**config.mk**
```make
export PLATFORM = sky130hd
export DESIGN_NAME = lock_input_conditioner
export DESIGN_NICKNAME = d
export VERILOG_FILES = /design/src/rtl/lock_pkg.sv /design/src/rtl/lock_input_conditioner_debounce_channel.sv /design/src/rtl/lock_input_conditioner.sv
export SDC_FILE = /design/constraint.sdc
export NUM_CORES = 1
export LEC_CHECK = 0
export BUFFER_PORTS_ARGS = -buffer_cell sky130_fd_sc_hd__buf_2
export CAP_MARGIN = 20
export CORE_MARGIN = 2
export CORE_UTILIZATION = 45
export CTS_CLUSTER_DIAMETER = 150
export CTS_CLUSTER_SIZE = 10
export DETAILED_ROUTE_END_ITERATION = 16
export SKIP_CTS_REPAIR_TIMING = 1
export SLEW_MARGIN = 5
export SYNTH_ARGS = -nofsm -noshare
export SYNTH_HDL_FRONTEND = slang
export SYNTH_HIERARCHICAL = 1
export SYNTH_SLANG_ARGS = --single-unit
```
**constraint.sdc**
```tcl
create_clock -name clock -period 4.4 [get_ports clock]
set_input_delay 1.32 -clock clock [delete_from_list [all_inputs] [get_ports clock]]
set_output_delay 1.32 -clock clock [all_outputs]
set_load 0.005 [all_outputs]
```
**src/rtl/lock_pkg.sv**
```systemverilog
// Shared constants for the lock input conditioner.
//   DEBOUNCE_CYCLES_DEF : default debounce length (10 ms at 50 MHz)
//   CNT_W / cnt_t       : debounce counter width and type
//   NUM_CH, ARRIVE..OPORT : channel count and channel indices
//   CONFLICT_MAX        : saturation value of the conflict counter
package lock_pkg;

  localparam int unsigned DEBOUNCE_CYCLES_DEF = 500000;
  localparam int          CNT_W               = 20;
  localparam int          NUM_CH              = 6;

  localparam int ARRIVE = 0;
  localparam int DEPART = 1;
  localparam int FILL   = 2;
  localparam int DRAIN  = 3;
  localparam int IPORT  = 4;
  localparam int OPORT  = 5;

  localparam logic [7:0] CONFLICT_MAX = 8'hFF;

  typedef logic [CNT_W-1:0] cnt_t;

endpackage

```
**src/rtl/lock_input_conditioner_debounce_channel.sv**
```systemverilog
// One conditioned input: 2-flop synchronizer, debounced level and a
// single-cycle pulse on the first cycle the level is high.
//   clock, reset : system clock, synchronous active-high reset
//   raw_i        : asynchronous raw switch level
//   level_o      : debounced level
//   rise_o       : high for the first cycle level_o is 1
module debounce_channel
  import lock_pkg::*;
#(
  parameter int unsigned DEBOUNCE_CYCLES = DEBOUNCE_CYCLES_DEF
) (
  input  logic clock,
  input  logic reset,
  input  logic raw_i,
  output logic level_o,
  output logic rise_o
);

  localparam cnt_t TERM = cnt_t'(DEBOUNCE_CYCLES - 1);

  logic sync1_q;
  logic sync2_q;
  logic s_q;
  logic s_d;
  logic s_prev_q;
  cnt_t cnt_q;
  cnt_t cnt_d;

  // Any cycle that agrees with the stable level restarts the run, so a
  // single-cycle bounce discards all progress.
  always_comb begin
    s_d   = s_q;
    cnt_d = '0;
    if (sync2_q != s_q) begin
      if (cnt_q == TERM) begin
        s_d = sync2_q;
      end else begin
        cnt_d = cnt_q + 1'b1;
      end
    end
  end

  always_ff @(posedge clock) begin
    if (reset) begin
      sync1_q  <= 1'b0;
      sync2_q  <= 1'b0;
      s_q      <= 1'b0;
      s_prev_q <= 1'b0;
      cnt_q    <= '0;
    end else begin
      sync1_q  <= raw_i;
      sync2_q  <= sync1_q;
      s_q      <= s_d;
      s_prev_q <= s_q;
      cnt_q    <= cnt_d;
    end
  end

  assign level_o = s_q;
  assign rise_o  = s_q & ~s_prev_q;

endmodule

```
**src/rtl/lock_input_conditioner.sv**
```systemverilog
// Conditions six lock switch/key inputs into command pulses and port levels
// for the interlock controller. Fill and drain are mutually exclusive: a
// rising command while the other is active is rejected and counted.
//   clock, reset          : system clock, synchronous active-high reset
//   raw_*                 : asynchronous active-high switch levels
//   arrive/depart/fill/drain : one-cycle command pulses
//   iport/oport           : debounced port-open levels
//   conflict              : one-cycle pulse on a rejected fill/drain
//   port_fault            : both ports open
//   conflict_count        : saturating conflict count
module lock_input_conditioner
  import lock_pkg::*;
#(
  parameter int unsigned DEBOUNCE_CYCLES = DEBOUNCE_CYCLES_DEF
) (
  input  logic       clock,
  input  logic       reset,
  input  logic       raw_arrive,
  input  logic       raw_depart,
  input  logic       raw_fill,
  input  logic       raw_drain,
  input  logic       raw_iport,
  input  logic       raw_oport,
  output logic       arrive,
  output logic       depart,
  output logic       fill,
  output logic       drain,
  output logic       iport,
  output logic       oport,
  output logic       conflict,
  output logic       port_fault,
  output logic [7:0] conflict_count
);

  logic [NUM_CH-1:0] raw_vec;
  logic [NUM_CH-1:0] level;
  logic [NUM_CH-1:0] rise;
  logic              fill_block;
  logic              drain_block;
  logic [7:0]        conflict_count_q;
  logic [7:0]        conflict_count_d;
  logic              unused_bits;

  assign raw_vec[ARRIVE] = raw_arrive;
  assign raw_vec[DEPART] = raw_depart;
  assign raw_vec[FILL]   = raw_fill;
  assign raw_vec[DRAIN]  = raw_drain;
  assign raw_vec[IPORT]  = raw_iport;
  assign raw_vec[OPORT]  = raw_oport;

  for (genvar g = 0; g < NUM_CH; g++) begin : g_ch
    debounce_channel #(
      .DEBOUNCE_CYCLES(DEBOUNCE_CYCLES)
    ) u_ch (
      .clock  (clock),
      .reset  (reset),
      .raw_i  (raw_vec[g]),
      .level_o(level[g]),
      .rise_o (rise[g])
    );
  end

  // Gating looks at the other channel's current level, so simultaneous
  // rises block each other and still yield only one conflict cycle.
  assign fill_block  = rise[FILL]  & level[DRAIN];
  assign drain_block = rise[DRAIN] & level[FILL];

  assign arrive     = rise[ARRIVE];
  assign depart     = rise[DEPART];
  assign fill       = rise[FILL]  & ~level[DRAIN];
  assign drain      = rise[DRAIN] & ~level[FILL];
  assign conflict   = fill_block | drain_block;
  assign iport      = level[IPORT];
  assign oport      = level[OPORT];
  assign port_fault = level[IPORT] & level[OPORT];

  always_comb begin
    conflict_count_d = conflict_count_q;
    if (conflict && (conflict_count_q != CONFLICT_MAX)) begin
      conflict_count_d = conflict_count_q + 8'd1;
    end
  end

  always_ff @(posedge clock) begin
    if (reset) begin
      conflict_count_q <= 8'd0;
    end else begin
      conflict_count_q <= conflict_count_d;
    end
  end

  assign conflict_count = conflict_count_q;

  // Levels of the command channels and pulses of the port channels have
  // no consumer.
  assign unused_bits = ^{level[ARRIVE], level[DEPART], rise[IPORT], rise[OPORT]};

endmodule

```
After elaboration in Yosys (flattened, before gate mapping)

Index checks and enable logic that the tools add are counted.

$add $sub $neg: 7
Equal/unequal tests: 13
Bitwise operators: 22
Reduce and logical (&&, ||, !) cells: 13

Operator list:

| kind                  | number |
|---|---|
| $add 20x1->20 const B | 6 |
| $eq 20x19->1 const B  | 6 |
| $reduce_or 3->1       | 6 |
| $not 1->1             | 12 |
| $reduce_and 2->1      | 6 |
| $and 1x1->1           | 9 |
| $add 8x1->8 const B   | 1 |
| $ne 8x8->1 const B    | 1 |
| $ne 1x1->1            | 6 |
| $logic_and 1x1->1     | 1 |
| $or 1x1->1            | 1 |

Register bits: 150
Bits of input ports: 8
Logic and storage cells: 84

Longest topological paths before layout

Word-level depth: 5
Gate-level depth with buffers: 6
Mapped depth without buffers: 5

Hierarchy

Netlist, hierarchy kept.

Modules (own cells, without submodules):

| module                 | times used | cells an instance | area each (µm²) | sequential area each (µm²) |
|---|---|---|---|---|
| debounce_channel       | 6          | 111               | 1033.5          | 480.5 |
| lock_input_conditioner | 1          | 49                | 450.4           | 160.2 |

Worst setup path after synthesis

Ideal clock, no wire load.

Kind: register to output
From: reg g_ch[2].u_ch.s_q
To: out conflict
Arrival time: 0.874 ns
Data required time: 3.080 ns
Path slack: 2.206 ns
Cell stages (with the launch flop): 4
Path buffers: 1
Path through: dfxtp_1 -> nor2b_1 -> a22o_1 -> buf_2

Word-level cells in the longest chain between the ends: 3
Elaborated cells on any way between the ends: 4

Ends and longest elaborated chain:

| what                   | RTL line                                      | source |
|---|---|---|
| from (decl)            | lock_input_conditioner_debounce_channel.sv:23 | `logic s_q;` |
| from (signal assigned) | lock_input_conditioner_debounce_channel.sv:47 | `s_q <= 1'b0;` |
| from (signal assigned) | lock_input_conditioner_debounce_channel.sv:53 | `s_q <= s_d;` |
| $and 1x1->1            | lock_input_conditioner_debounce_channel.sv:60 | `assign rise_o = s_q & ~s_prev_q;` |
| named net rise[2]      | lock_input_conditioner.sv:37                  | `logic [NUM_CH-1:0] rise;` |
| $and 1x1->1            | lock_input_conditioner.sv:65                  | `assign fill_block = rise[FILL] & level[DRAIN];` |
| $or 1x1->1             | lock_input_conditioner.sv:72                  | `assign conflict = fill_block \| drain_block;` |
| to (decl)              | lock_input_conditioner.sv:30                  | `output logic conflict,` |

The timed path passes the listed nets, and every way through them passes these cells.

Final worst setup path

Ends and elaborated chain as after synthesis.

==> summary.txt <==
Cells and area
  • Fin util: 0.521
  • Syn-to-layout area delta: 13.9%
  • Fraction of layout instances using a drive strength above 1: 0.0872
  • # diodes: 0
  • Layout filler cell count: 1349
  • Final net count: 760

Timing
  • Fmax: 342 MHz
  • Layout Skew: 0.00634 ns
  • Slew margin rel.: 0.464
  • WHS: 0.427 ns
  • Setup tns final: 0 ns
  • Setup Viol. Count Final: 0
  • Final Max Slew Viols: 0
  • Worst slew pin tran: 0.804 ns
  • RSZ-0062 raised after global routing: no
  • Final period utilization: 0.665
  • Min Tclk post-route: 2.92 ns
  • Final hold violation count: 0

Clocking
  • CTS clk-pin slew, worst paths: 0.06 ns
  • Clock Path Buffers: 2
  • CTS Buf Count: 17
  • CTS tree: built
  • TritonCTS sink count: 150
  • Clock root buffer: clkbuf_16
  • Clk Latency, worst-skew pair: 0.41 ns
  • CTS H-Tree Depth: 4

Die
  • Num rows: 44
  • Core area: 14400 um^2
  • Die footprint: 15600 um^2
  • I/O pins: 24
  • Die Ht: 125 um
  • DIE WIDTH: 125 um
  • Starting Density: 0.457

Worst setup path
  • CP cell instances: nor2b_1 -> a22o_1 -> buf_2
  • Kind of critical path: reg -> out
  • Buf+Inv Stages, Crit Path: 1
  • Family with the most delay on the worst path: compound AO/OA/AOI/OAI gates
  • CP max stage delay: 0.42 ns
  • CP endpoint kind: output pin
  • Crit path launch type: register
  • CP arrival: 1.60 ns
  • Critical Path RT: 3.08 ns
  • CP max FO: 13
  • CP max-delay cell: a22o_1

Drt
  • Via density per instance: 5.57
  • First drt pass iteration count: 4
  • Wire per inst: 13.0 um
  • DRC Markers: 0
  • Final ANT Viol Nets: 0
  • Initial DRC Count: 324
  • Post-Route WL: 12200 um
  • Vias: 5238

Pwr
  • Clk network pwr share: 0.524
  • Worst VDD drop: 0.251 mV
  • Sw Ratio: 0.187
  • Cell-internal power: 2.39 mW
  • Switch Pwr: 549 uW
  • Leak: 2.39 nW
  • Part of the power in registers: 0.466
  • Comb power frac: 0.010
  • Power Dens Cells: 391 nW/um^2

Global route
  • First-pass GRT wire length: 21600 um
  • Initial antenna violation count: 0
  • Total Routing Usage GR: 0.163
  • Pin count of the biggest net entering global routing: 47
  • Vias in the first global route: 4891
  • GRT overflow: 0

Job
  • Maxcap violations: 0

Worst hold path
  • HP Class: reg -> reg

Placement
  • RePlAce Congestion: 0.800
  • Port bufs: 23
  • Hpwl dp: 8340 um

Synthesis
  • Mapped cell area: 6600 um^2
  • Syn nets: 726
  • Syn_area_per_cell: 9.28 um^2
  • Gate Count Post-Synth: 711
  • Yosys warns: 6

Outcome
  • Status: finished clean
metal layers:
metal  share of wire  global-route usage  up-vias
li1                -                   -     2688
met1            0.49               0.207     2489
met2            0.47               0.269       46
met3           0.021              0.0385       15
met4           0.016              0.0660        0
met5               0                   0        -
power groups by stage:
| stage | combinational [mW] | sequential, mW | clock, mW |
|---|---|---|---|
| global placement | 0.0295 | 1.40 | 0 |
| global route | 0.0337 | 1.37 | 1.64 |
| CTS | 0.0307 | 1.37 | 1.58 |
| detailed placement | 0.0305 | 1.40 | 0 |
| finish | 0.0299 | 1.37 | 1.54 |
| floorplan | 0.0198 | 1.40 | 0 |
through the flow:
step | cell area [um^2] | setup WS (ns) | instances | power [mW]
6_report | 7520 | 1.48 | 941 | 2.94
4_1_cts | 7520 | 1.45 | 941 | 2.98
3_5_place_dp | 6890 | 1.73 | 910 | 1.43
3_3_place_gp | 6890 | 1.78 | 910 | 1.43
2_1_floorplan | 6600 | 2.21 | 711 | 1.42
5_1_grt | 7520 | 1.33 | 941 | 3.04
flip-flops by register name, indices dropped and copies added (netlist names):
register,flops
conflict_count,8
g_ch.u_ch/cnt_q,120
g_ch.u_ch/level_o,6
g_ch.u_ch/s_prev_q,4
g_ch.u_ch/sync1_q,6
g_ch.u_ch/sync2_q,6
worst paths after layout:
path                                              from               endpoint  cells past startpoint  slack, ns
worst min register to register    g_ch[0].u_ch/sync1_q   g_ch[0].u_ch/sync2_q                      1       0.43
worst min-delay path              g_ch[0].u_ch/sync1_q   g_ch[0].u_ch/sync2_q                      1       0.43
worst max-delay path              g_ch[2].u_ch/level_o               conflict                      3       1.48
worst max register to register  g_ch[4].u_ch/cnt_q[15]  g_ch[4].u_ch/cnt_q[2]                      4       2.48
cell usage in the layout, fill, tap and decap left out, types with 7 or more instances in the layout:
| master | n |
|---|---|
| nand3_1 | 43 |
| or4_1 | 18 |
| or3_1 | 18 |
| and2_1 | 7 |
| o31ai_1 | 12 |
| a21oi_1 | 39 |
| nand4_1 | 42 |
| dfxtp_1 | 150 |
| ha_1 | 7 |
| nor2_1 | 92 |
| nor3_1 | 8 |
| nor2b_1 | 31 |
| and4_1 | 25 |
| clkbuf_16 | 17 |
| nand2_1 | 32 |
| buf_2 | 23 |
| xor2_1 | 54 |
| xnor2_1 | 24 |
| o21ai_0 | 18 |
| nor4_1 | 18 |
worst reg2reg max path, stage by stage (launching register included):
cell and delay [ns]:
dfxtp_1 0.42, nand4_1 0.17, or4b_1 0.61, o21ai_4 0.49
nor2_1 0.11
final cells by class:
| cell class | count | area, um^2 | share of cell area |
|---|---|---|---|
| clock buffer | 21 | 450 | 0.0599 |
| clock inverter | 10 | 178 | 0.0236 |
| inverter | 6 | 22.5 | 0.00300 |
| multi-input combinational | 547 | 3520 | 0.468 |
| sequential | 150 | 3000 | 0.399 |
| tap | 184 | 230 | 0.0306 |
| timing repair buffer | 23 | 115 | 0.0153 |
Power figures use the tool's default switching activity.
